File: src/rtl/isram_arb.sv
// Two-port arbiter (fetch, loader) in front of a single-ported instruction SRAM.
// Define ISRAM_ARB_FAIR_EN to add the loader starvation counter; otherwise fetch has strict priority.
//
// tag state | meaning
// IDLE      | no read response due next cycle
// RD_F      | fetch read granted last cycle, response goes to fetch port
// RD_L      | loader read granted last cycle, response goes to loader port
module isram_arb #(
  parameter int unsigned STARVE_MAX = 8
) (
  input  logic        clk,
  input  logic        rst_n,
  input  logic        flush,
  input  logic        f_req,
  input  logic [63:0] f_addr,
  output logic        f_gnt,
  output logic        f_rvalid,
  output logic [63:0] f_rdata,
  input  logic        l_req,
  input  logic [7:0]  l_we,
  input  logic [63:0] l_addr,
  input  logic [63:0] l_wdata,
  output logic        l_gnt,
  output logic        l_rvalid,
  output logic [63:0] l_rdata,
  output logic        sram_en,
  output logic [7:0]  sram_we,
  output logic [63:0] sram_addr,
  output logic [63:0] sram_wdata,
  input  logic [63:0] sram_rdata
);

  typedef enum logic [1:0] {
    IDLE = 2'd0,
    RD_F = 2'd1,
    RD_L = 2'd2
  } tag_e;

  tag_e tag_q, tag_d;
  logic force_l;

`ifdef ISRAM_ARB_FAIR_EN
  localparam logic [3:0] STARVE_LIM = 4'(STARVE_MAX);

  logic [3:0] wait_q, wait_d;

  assign force_l = l_req && (wait_q == STARVE_LIM);

  always_comb begin
    wait_d = wait_q;
    if (!l_req || l_gnt) begin
      wait_d = 4'd0;
    end else if (wait_q != STARVE_LIM) begin
      wait_d = wait_q + 4'd1;
    end
  end

  always_ff @(posedge clk or negedge rst_n) begin
    if (!rst_n) begin
      wait_q <= 4'd0;
    end else begin
      wait_q <= wait_d;
    end
  end
`else
  logic unused_starve;

  assign force_l       = 1'b0;
  assign unused_starve = (STARVE_MAX == 0);
`endif

  // A flushing pipeline must not start a new fetch; the loader is unaffected.
  assign f_gnt = f_req && !flush && !force_l;
  assign l_gnt = l_req && !f_gnt;

  always_comb begin
    sram_en    = 1'b0;
    sram_we    = 8'h00;
    sram_addr  = 64'd0;
    sram_wdata = 64'd0;
    if (f_gnt) begin
      sram_en   = 1'b1;
      sram_addr = f_addr;
    end else if (l_gnt) begin
      sram_en    = 1'b1;
      sram_we    = l_we;
      sram_addr  = l_addr;
      sram_wdata = l_wdata;
    end
    if (!rst_n) begin
      sram_en = 1'b0;
    end
  end

  always_comb begin
    tag_d = IDLE;
    if (f_gnt) begin
      tag_d = RD_F;
    end else if (l_gnt && (l_we == 8'h00)) begin
      tag_d = RD_L;
    end
  end

  always_ff @(posedge clk or negedge rst_n) begin
    if (!rst_n) begin
      tag_q <= IDLE;
    end else begin
      tag_q <= tag_d;
    end
  end

  // Flush in the response cycle drops the fetch data; loader responses always return.
  assign f_rvalid = (tag_q == RD_F) && !flush;
  assign l_rvalid = (tag_q == RD_L);
  assign f_rdata  = f_rvalid ? sram_rdata : 64'd0;
  assign l_rdata  = l_rvalid ? sram_rdata : 64'd0;

endmodule
File: config.mk
export PLATFORM = sky130hd
export DESIGN_NAME = isram_arb
export DESIGN_NICKNAME = d
export VERILOG_FILES = /design/src/rtl/isram_arb.sv
export SDC_FILE = /design/constraint.sdc
export NUM_CORES = 1
export LEC_CHECK = 0
export CAP_MARGIN = 20
export CELL_PAD_IN_SITES_DETAIL_PLACEMENT = 0
export CELL_PAD_IN_SITES_GLOBAL_PLACEMENT = 2
export CORE_AREA = 4 4 207 209
export DETAILED_ROUTE_END_ITERATION = 7
export DIE_AREA = 0 0 211 213
export PLACE_DENSITY = 0.8
export SYNTH_ARGS = -nofsm -noshare
export SYNTH_HDL_FRONTEND = slang
export SYNTH_SLANG_ARGS = --single-unit
File: constraint.sdc
create_clock -name clk -period 1.21 [get_ports clk]
set_input_delay 0.242 -clock clk [delete_from_list [all_inputs] [get_ports clk]]
set_output_delay 0.242 -clock clk [all_outputs]
set_load 0.03 [all_outputs]
After elaboration in Yosys (flattened, before gate mapping)
Cells that the tools add are included.
{"block": "word_totals", "ff_bits": 2, "input_bits": 269, "wordCells": 23}
{"block": "op_classes", "n_eq_ne": 2, "muxes": 13, "n_reduce_logical": 7}
{"cell": "$mux 64", "n": 6}
{"cell": "$mux 8", "n": 2}
{"cell": "$logic_not 8->1", "n": 1}
{"cell": "$logic_and 1x1->1", "n": 4}
{"cell": "$mux 2", "n": 2}
{"cell": "$mux 1", "n": 3}
{"cell": "$eq 2x1->1 const B", "n": 1}
{"cell": "$eq 2x2->1 const B", "n": 1}
{"cell": "$logic_not 1->1", "n": 2}

Longest topological paths before layout
Gate-level depths: netlist of the first run.
{"block": "logic_depth", "word_depth": 7, "depth_mapped": 4, "ltp_nobuf": 3}

Worst setup path after synthesis of the first run
OpenSTA, ideal clock, no wires.
{"block": "synth_path", "kind": "register to output", "start": "reg tag_q[1]", "end": "out f_rdata[54]", "arrival_ps": 1345, "setup_slack_ps": -377, "path_stages_with_launch": 4, "n_path_buf": 1, "cell_sequence": "dfrtp_1 > nor3b_2 > clkbuf_1 > and2_1"}
{"block": "synth_via", "elab_chain_cells": 3}
{"item": "start, declared", "line": "39", "source": "tag_e tag_q, tag_d;"}
{"item": "start signal, assigned", "line": "108", "source": "tag_q <= tag_d;"}
{"item": "$eq 2x1->1", "line": "113", "source": "assign f_rvalid = (tag_q == RD_F) && !flush;"}
{"item": "$logic_and 1x1->1", "line": "113"}
{"item": "net f_rvalid", "line": "17", "source": "output logic f_rvalid,"}
{"item": "$mux 64", "line": "115", "source": "assign f_rdata = f_rvalid ? sram_rdata : 64'd0;"}
{"item": "end, declared", "line": "18", "source": "output logic [63:0] f_rdata,"}
The timed path passes the listed nets, and every way through them passes these cells.

Final worst setup path of the first run
{"block": "layout_path", "start": "reg tag_q[1]", "end": "out f_rdata[25]"}
{"block": "layout_via", "elab_chain_cells": 3}
{"item": "$eq 2x1->1", "line": "113"}
{"item": "$logic_and 1x1->1", "line": "113"}
{"item": "$mux 64", "line": "115"}
Every way passes these cells.

==> results.md, run 1 <==
- Status: complete, but fails checks
- Failing checks: negative hold slack, negative setup slack
- Drt first pass iters: 4
- Worst slew pin tran: just under 300 ps
- Vias per cell: 3.70
- Avg Inst Size Synth: between 7 and 8 sq um
- Max Buffers Root-to-Sink: 2
- Worst Path Required: a little under 1000 ps
- IO Count: between 500 and 600
- WL/cell: between 20 and 25 um
- Area grow syn2layout: 320%
- Num CTS Buffers: 3
- Dpl hpwl: around 21000 um
- Vias: 5501
- Clk sink count: 2
- RSZ-0062 raised after global routing: yes
- Antenna viol nets, final: 0
- Biggest regs: tag_q: 2 flops
- Global placement routability congestion: 0.766
- Hold slack: -4.62 ps
- Int Pwr: 2.91 mW
- Yosys cell types: 23
- Final setup margin: -562 ps
- Mapped cell area: between 2000 and 3000 sq um
- Setup violators final: 269
- Synth Register Bits: 2
- Net Sw Frac: about two fifths
- Fill count: around 4200
- FP Rows: between 70 and 80
- Leakage: around 5.3 nW
- Min-delay worst type: in -> async
- Initial drt markers: roughly 180
- Ys flop type: dfrtp_1
- WS Path Type: reg -> out
- Drc violations: 0
- VDD IR-drop max: 0.280 mV
- CP Capture Type: output port
- Number of H-tree levels: 1
- Total grt overflow: 0
- Initial core utilization: 6.96%
- Critical Path AT: between 1500 and 2000 ps
- Crit path launch type: register
- Post-synth EDFFs: 0
- Comb power frac: 88.2%
- Die height: 213 um
- Hold Buf Count CTS: 0
- Final Cycle Share: 146%
- Max Slew Vio Count: 0
- Antenna violations before repair: 5
- Post-Route WL: slightly above 30000 um
- Setup WS pre-CTS: -502 ps
- Largest cells by area after synthesis: and2_1, and3b_1, and3_1
- Worst-path clk slew: around 30 ps
- Die area: 44900 sq um
- Crit-path max cell delay: between 400 and 500 ps
- Most frequent cells after synthesis: and2_1, and3_1, and3b_1
- Post-route insts no fill: 1486
- Final hold vios: 2
- GRT Total Usage: between 10% and 20%
- Number of buffer cells added on primary ports: roughly 540
- Clock share of power: between 10% and 20%
- Most common cell in the netlist: and2_1
- Worst slew margin: slightly above 80%
- Max-cap viol count: 0
- Layout cell share with drive strength beyond 1: approximately 65%
- Worst path slowest cell: dfrtp_2
- Count of nets after finishing: approximately 1200
- Peak Freq: 564 MHz
- Core area: between 40000 and 50000 sq um
- Syn Inst Count: 398
- CTS tree: yes
- Largest net degree at the start of global routing: 70
- Largest Register: tag_q
- Area leader, netlist: and2_1
- Power Dens Cells: 400 nW/um^2
- Vias in the first global route: ~6000
- First-pass GRT wire length: ~40000 um
- Critical path, cell by cell: nor3b_4 > buf_12 > buf_16 > and2_2 > buf_6
- Crit Path Max Fanout: 33
- Reg power frac: roughly 1.5%
- Placed insts: 1434
- Die width: 211 um
- CTS Root Cell: clkbuf_16
- Share of the synthesized area in the top cell type: between 20% and 30%
- Post-layout util: between 20 and 30%
- Yosys warnings: 0
- P_sw: between 1.5 and 2 mW
- Synthesized Nets: about 670
- Post-synth ARST share: 100%
- Final Critical Period: between 1500 and 2000 ps
- Register area share after synthesis: roughly 1.8%
- Largest register FFs: 2
-- kinds of logic after synthesis --
family	count (synthesis)	share of synthesized area, %
AOI/OAI and AO/OA	65	20.0
DFF	2	1.76
buffers and inverters	60	11.8
and+or+nand+nor	271	66.5
-- through the flow --
step / hold slack, ps / TNS, ps / cell area (sq um) / power [mW]
6_report: -4.62 / -107820 / 11900 / 4.77
4_1_cts: 411 / -118400 / 11700 / 4.81
3_3_place_gp: 622 / -91810 / 9100 / 3.35
2_1_floorplan: -53.6 / -8990 / 3420 / 1.54
3_5_place_dp: 625 / -92800 / 9100 / 3.35
5_1_grt: 28.5 / -118670 / 11900 / 4.99
-- power by group through the flow --
| stage | registers, mW | clock network (mW) | logic, mW |
|---|---|---|---|
| after global routing | 0.0704 | 0.520 | 4.40 |
| after CTS | 0.0702 | 0.510 | 4.23 |
| after global placement | 0.0709 | 0 | 3.28 |
| after detailed placement | 0.0709 | 0 | 3.28 |
| final | 0.0701 | 0.495 | 4.21 |
| after floorplan | 0.0703 | 0 | 1.47 |
-- how the worst max path moves through the flow --
stage | from | to | slack (ps) | depth (start not counted)
6_report | tag_q[1] | f_rdata[25] | -560 | 5
5_1_grt | tag_q[1] | f_rdata[25] | -630 | 5
4_1_cts | tag_q[1] | f_rdata[51] | -570 | 5
3_5_place_dp | l_we[4] | tag_q[1] | -500 | 4
3_3_place_gp | l_we[3] | tag_q[1] | -490 | 4
2_1_floorplan | tag_q[1] | f_rdata[14] | -120 | 4
-- critical path: cells and delay by family, from the launching register on --
| family | cells | cell delay [ps] |
|---|---|---|
| buffers and inverters | 3 | 440 |
| flip-flops | 1 | 440 |
| AND/OR/NAND/NOR | 2 | 400 |
-- routing by layer --
metal / part of all wire, % / GRT usage (%)
met5: 0.043 / 0
met4: 1.7 / 2.01
met3: 9.3 / 3.53
met2: 54 / 22.7
met1: 35 / 13.0
-- what timing repair did --
item                                    in CTS  in global routing
gates cloned                                25                  6
pin swaps                                  125                 27
resized for setup                          381                 83
setup buffers                               26                  8
endpoints found under the setup margin     270                270
endpoints found under the hold margin        0                  0
-- cells in the final DEF, fill, tap and decap left out, types with 2 or more instances in the layout --
cell type and n:
a31o_4 63, and2_2 41, and2_4 87, and3_4 72, and3b_1 63, buf_12 56
buf_16 21, buf_4 9, buf_6 244, buf_8 9, clkbuf_16 8, clkdlybuf4s15_1 2
clkdlybuf4s50_1 255, dlygate4sd2_1 5, dlymetal6s2s_1 3, nand2b_4 2, or4_4 2
-- final cells by class --
class                   count  area, sq um  area share (%)
inverters                   2         20.0           0.168
repair buffers            609         7430            62.3
diodes                      1         2.50          0.0210
clock buffers               3         75.1           0.629
well taps                 532          666            5.58
multi-input cells         337         3680            30.9
flip-flops and latches      2         51.3           0.430
Note: power is estimated with default switching activity, not from simulation.
==> inputs of run 2 (changes only) <==
--- a/config.mk
+++ b/config.mk
@@ -11,6 +11,7 @@
 export CORE_AREA = 4 4 207 209
 export DETAILED_ROUTE_END_ITERATION = 7
 export DIE_AREA = 0 0 211 213
+export GPL_TIMING_DRIVEN = 0
 export PLACE_DENSITY = 0.8
 export SYNTH_ARGS = -nofsm -noshare
 export SYNTH_HDL_FRONTEND = slang
==> run 2 against run 1 <==
The run ends with negative setup slack left. Final area fell by 1.9%. Via count rose by 0.91%. Sequential cell count unchanged. Critical path type unchanged. Largest cell class unchanged.
==> results.md, run 2 (same netlist as run 1, synthesis figures left out) <==
- Status: complete, but fails checks
- Final hold vios: 0 (-2)
- Worst hold path endpoint: tag_q[1]
- Reg power frac: 1.5% (about the same)
- Commonest non-fill, non-tap cell in the layout: buf_6
- WL/cell: 19.5 um (-4.1%)
- Final Cycle Share: 144% (-2.6 points)
- First-pass GRT wire length: 38800 um (-3.2%)
- Final setup margin: -530 ps (+32.1 ps)
- Num CTS Buffers: 3 (unchanged)
- Biggest regs: tag_q: 2 flops
- Antenna violations before repair: 8 (+3)
- Comb power frac: 88.0% (-0.2 points)
- DR WL met3: 2540 um (-9.5%)
- Power Dens Cells: 399 nW/um^2 (-0.24%)
- Sum Neg Setup Slack: -114730 ps (-6900 ps)
- RSZ-0062 raised after global routing: yes
- CTS tree: yes
- Core area: 40800 sq um (unchanged)
- Crit-path max cell delay: 370 ps (-70 ps)
- HP Start: l_we[5]
- Post-route insts no fill: 1522 (+2.4%)
- Crit Path Max Fanout: 10 (-70%)
- Worst-path clk slew: 30 ps (about the same)
- Largest register FFs: 2 (unchanged)
- Global placement routability congestion: 0.799 (+4.4%)
- Vias: 5551 (+0.91%)
- Placed insts: 1466 (+2.2%)
- Clock share of power: 10.5% (about the same)
- FP Rows: 74 (unchanged)
- Largest net degree at the start of global routing: 11 (-84%)
- Worst slew margin: 57.6% (-23 points)
- Worst path slowest cell: dfrtp_1
- WL met2: 16000 um (-1.4%)
- Count of nets after finishing: 1260 (+2.9%)
- WS Path Type: reg -> out
- P_sw: 1.83 mW (-1.5%)
- Critical path, cell by cell: and2b_4 > clkbuf_16 > buf_8 > and2_4 > buf_4
- Initial core utilization: 6.96% (unchanged)
- Crit path launch type: register
- Critical Path AT: 1500 ps (-30 ps)
- Setup violators final: 270 (+0.37%)
- Setup WS pre-CTS: -1930 ps (-1430 ps)
- Die width: 211 um (unchanged)
- Drt first pass iters: 4 (unchanged)
- Min-delay worst type: in -> reg
- Number of buffer cells added on primary ports: 536 (-0.19%)
- Number of H-tree levels: 1 (unchanged)
- Layout cell share with drive strength beyond 1: 65.5% (+0.15 points)
- Vias in the first global route: 5911 (+0.051%)
- Net Sw Frac: 39.2% (+0.24 points)
- Commonest cells after routing, fill and taps aside: buf_6, clkdlybuf4s50_1, and2_4, and3b_1, and3_4
- CTS Root Cell: clkbuf_16
- Vias per cell: 3.65 (-1.5%)
- Dpl hpwl: 24000 um (+12%)
- Worst Path Required: 970 ps (about the same)
- Antenna viol nets, final: 0 (unchanged)
- GRT Total Usage: 11.3% (-0.51 points)
- VDD IR-drop max: 0.351 mV (+25%)
- Max Slew Vio Count: 0 (unchanged)
- Final Critical Period: 1740 ps (-32.1 ps)
- Int Pwr: 2.84 mW (-2.5%)
- Leakage: 5.39 nW (+1.1%)
- Failing checks: negative setup slack
- Worst slew pin tran: 636 ps (+346 ps)
- Wl on met1: 10700 um (-0.17%)
- DP Area: 9450 sq um (+3.8%)
- Finished Cell Area: 11700 sq um (-1.9%)
- IO Count: 538 (unchanged)
- Max Buffers Root-to-Sink: 2 (unchanged)
- Area grow syn2layout: 312%
- Die height: 213 um (unchanged)
- CP Capture Type: output port
- Total grt overflow: 0 (unchanged)
- Max-cap viol count: 0 (unchanged)
- Post-layout util: 28.7% (-0.54 points)
- Clk sink count: 2 (unchanged)
- Drc violations: 0 (unchanged)
- DR top layer: met5
- WHS Path Cells: 3
- Post-Route WL: 29700 um (-1.8%)
- Largest Register: tag_q
- Initial drt markers: 103 (-42%)
- Peak Freq: 575 MHz (+1.8%)
- Die area: 44900 sq um (unchanged)
[run 2: worst max-delay path by stage]
stage | start | endpoint | slack (ps) | depth (start not counted)
floorplan | tag_q[1] | f_rdata[14] | -120 | 4
detailed placement | flush | sram_wdata[58] | -1930 | 5
CTS | tag_q[1] | f_rdata[45] | -540 | 6
global route | tag_q[1] | f_rdata[22] | -590 | 6
global placement | flush | sram_wdata[54] | -1920 | 5
finish | tag_q[0] | l_rdata[11] | -530 | 5
[run 2: power by group through the flow]
stage / registers, mW / clock network, mW / logic [mW]
after floorplan: 0.0703 / 0 / 1.47
after global placement: 0.0704 / 0 / 3.30
after detailed placement: 0.0704 / 0 / 3.31
after CTS: 0.0702 / 0.503 / 3.56
after global routing: 0.0704 / 0.510 / 4.31
final: 0.0702 / 0.490 / 4.11
[run 2: cell type report]
| cell class | count | area, sq um |
|---|---|---|
| fill | 4284 | 29100 |
| timing repair buffer | 593 | 6630 |
| multi-input combinational | 336 | 3640 |
| tap | 532 | 666 |
| buffer | 53 | 622 |
| clock buffer | 3 | 75.1 |
| sequential | 2 | 50.0 |
| inverter | 2 | 23.8 |
| antenna | 1 | 2.50 |
[run 2: worst max-delay path, delay by kind of cell (launching register included)]
kind,cells,cell delay [ps]
simple gates,2,450
buf+inv,3,450
flops,1,370
[run 2: per-stage QoR]
| stage | power [mW] | hold WS [ps] |
|---|---|---|
| 6_report | 4.67 | 385 |
| 5_1_grt | 4.89 | 417 |
| 4_1_cts | 4.13 | 570 |
| 3_5_place_dp | 3.38 | 480 |
| 3_3_place_gp | 3.37 | 480 |
| 2_1_floorplan | 1.54 | -53.6 |
[run 2: routing by layer]
layer / GRT usage [%] / vias to the layer above
met5: 0 / -
met4: 1.74 / 2
met3: 2.72 / 33
li1: - / 2609
met1: 12.6 / 2554
met2: 22.2 / 353
[run 2: what timing repair did]
item	in CTS	in global routing
pin swaps	38	69
buffers inserted	11	30
endpoints found under the hold margin	2	0
setup endpoints to repair	271	270
gates cloned	11	9
resized for setup	1574	721
hold buffers	1	0
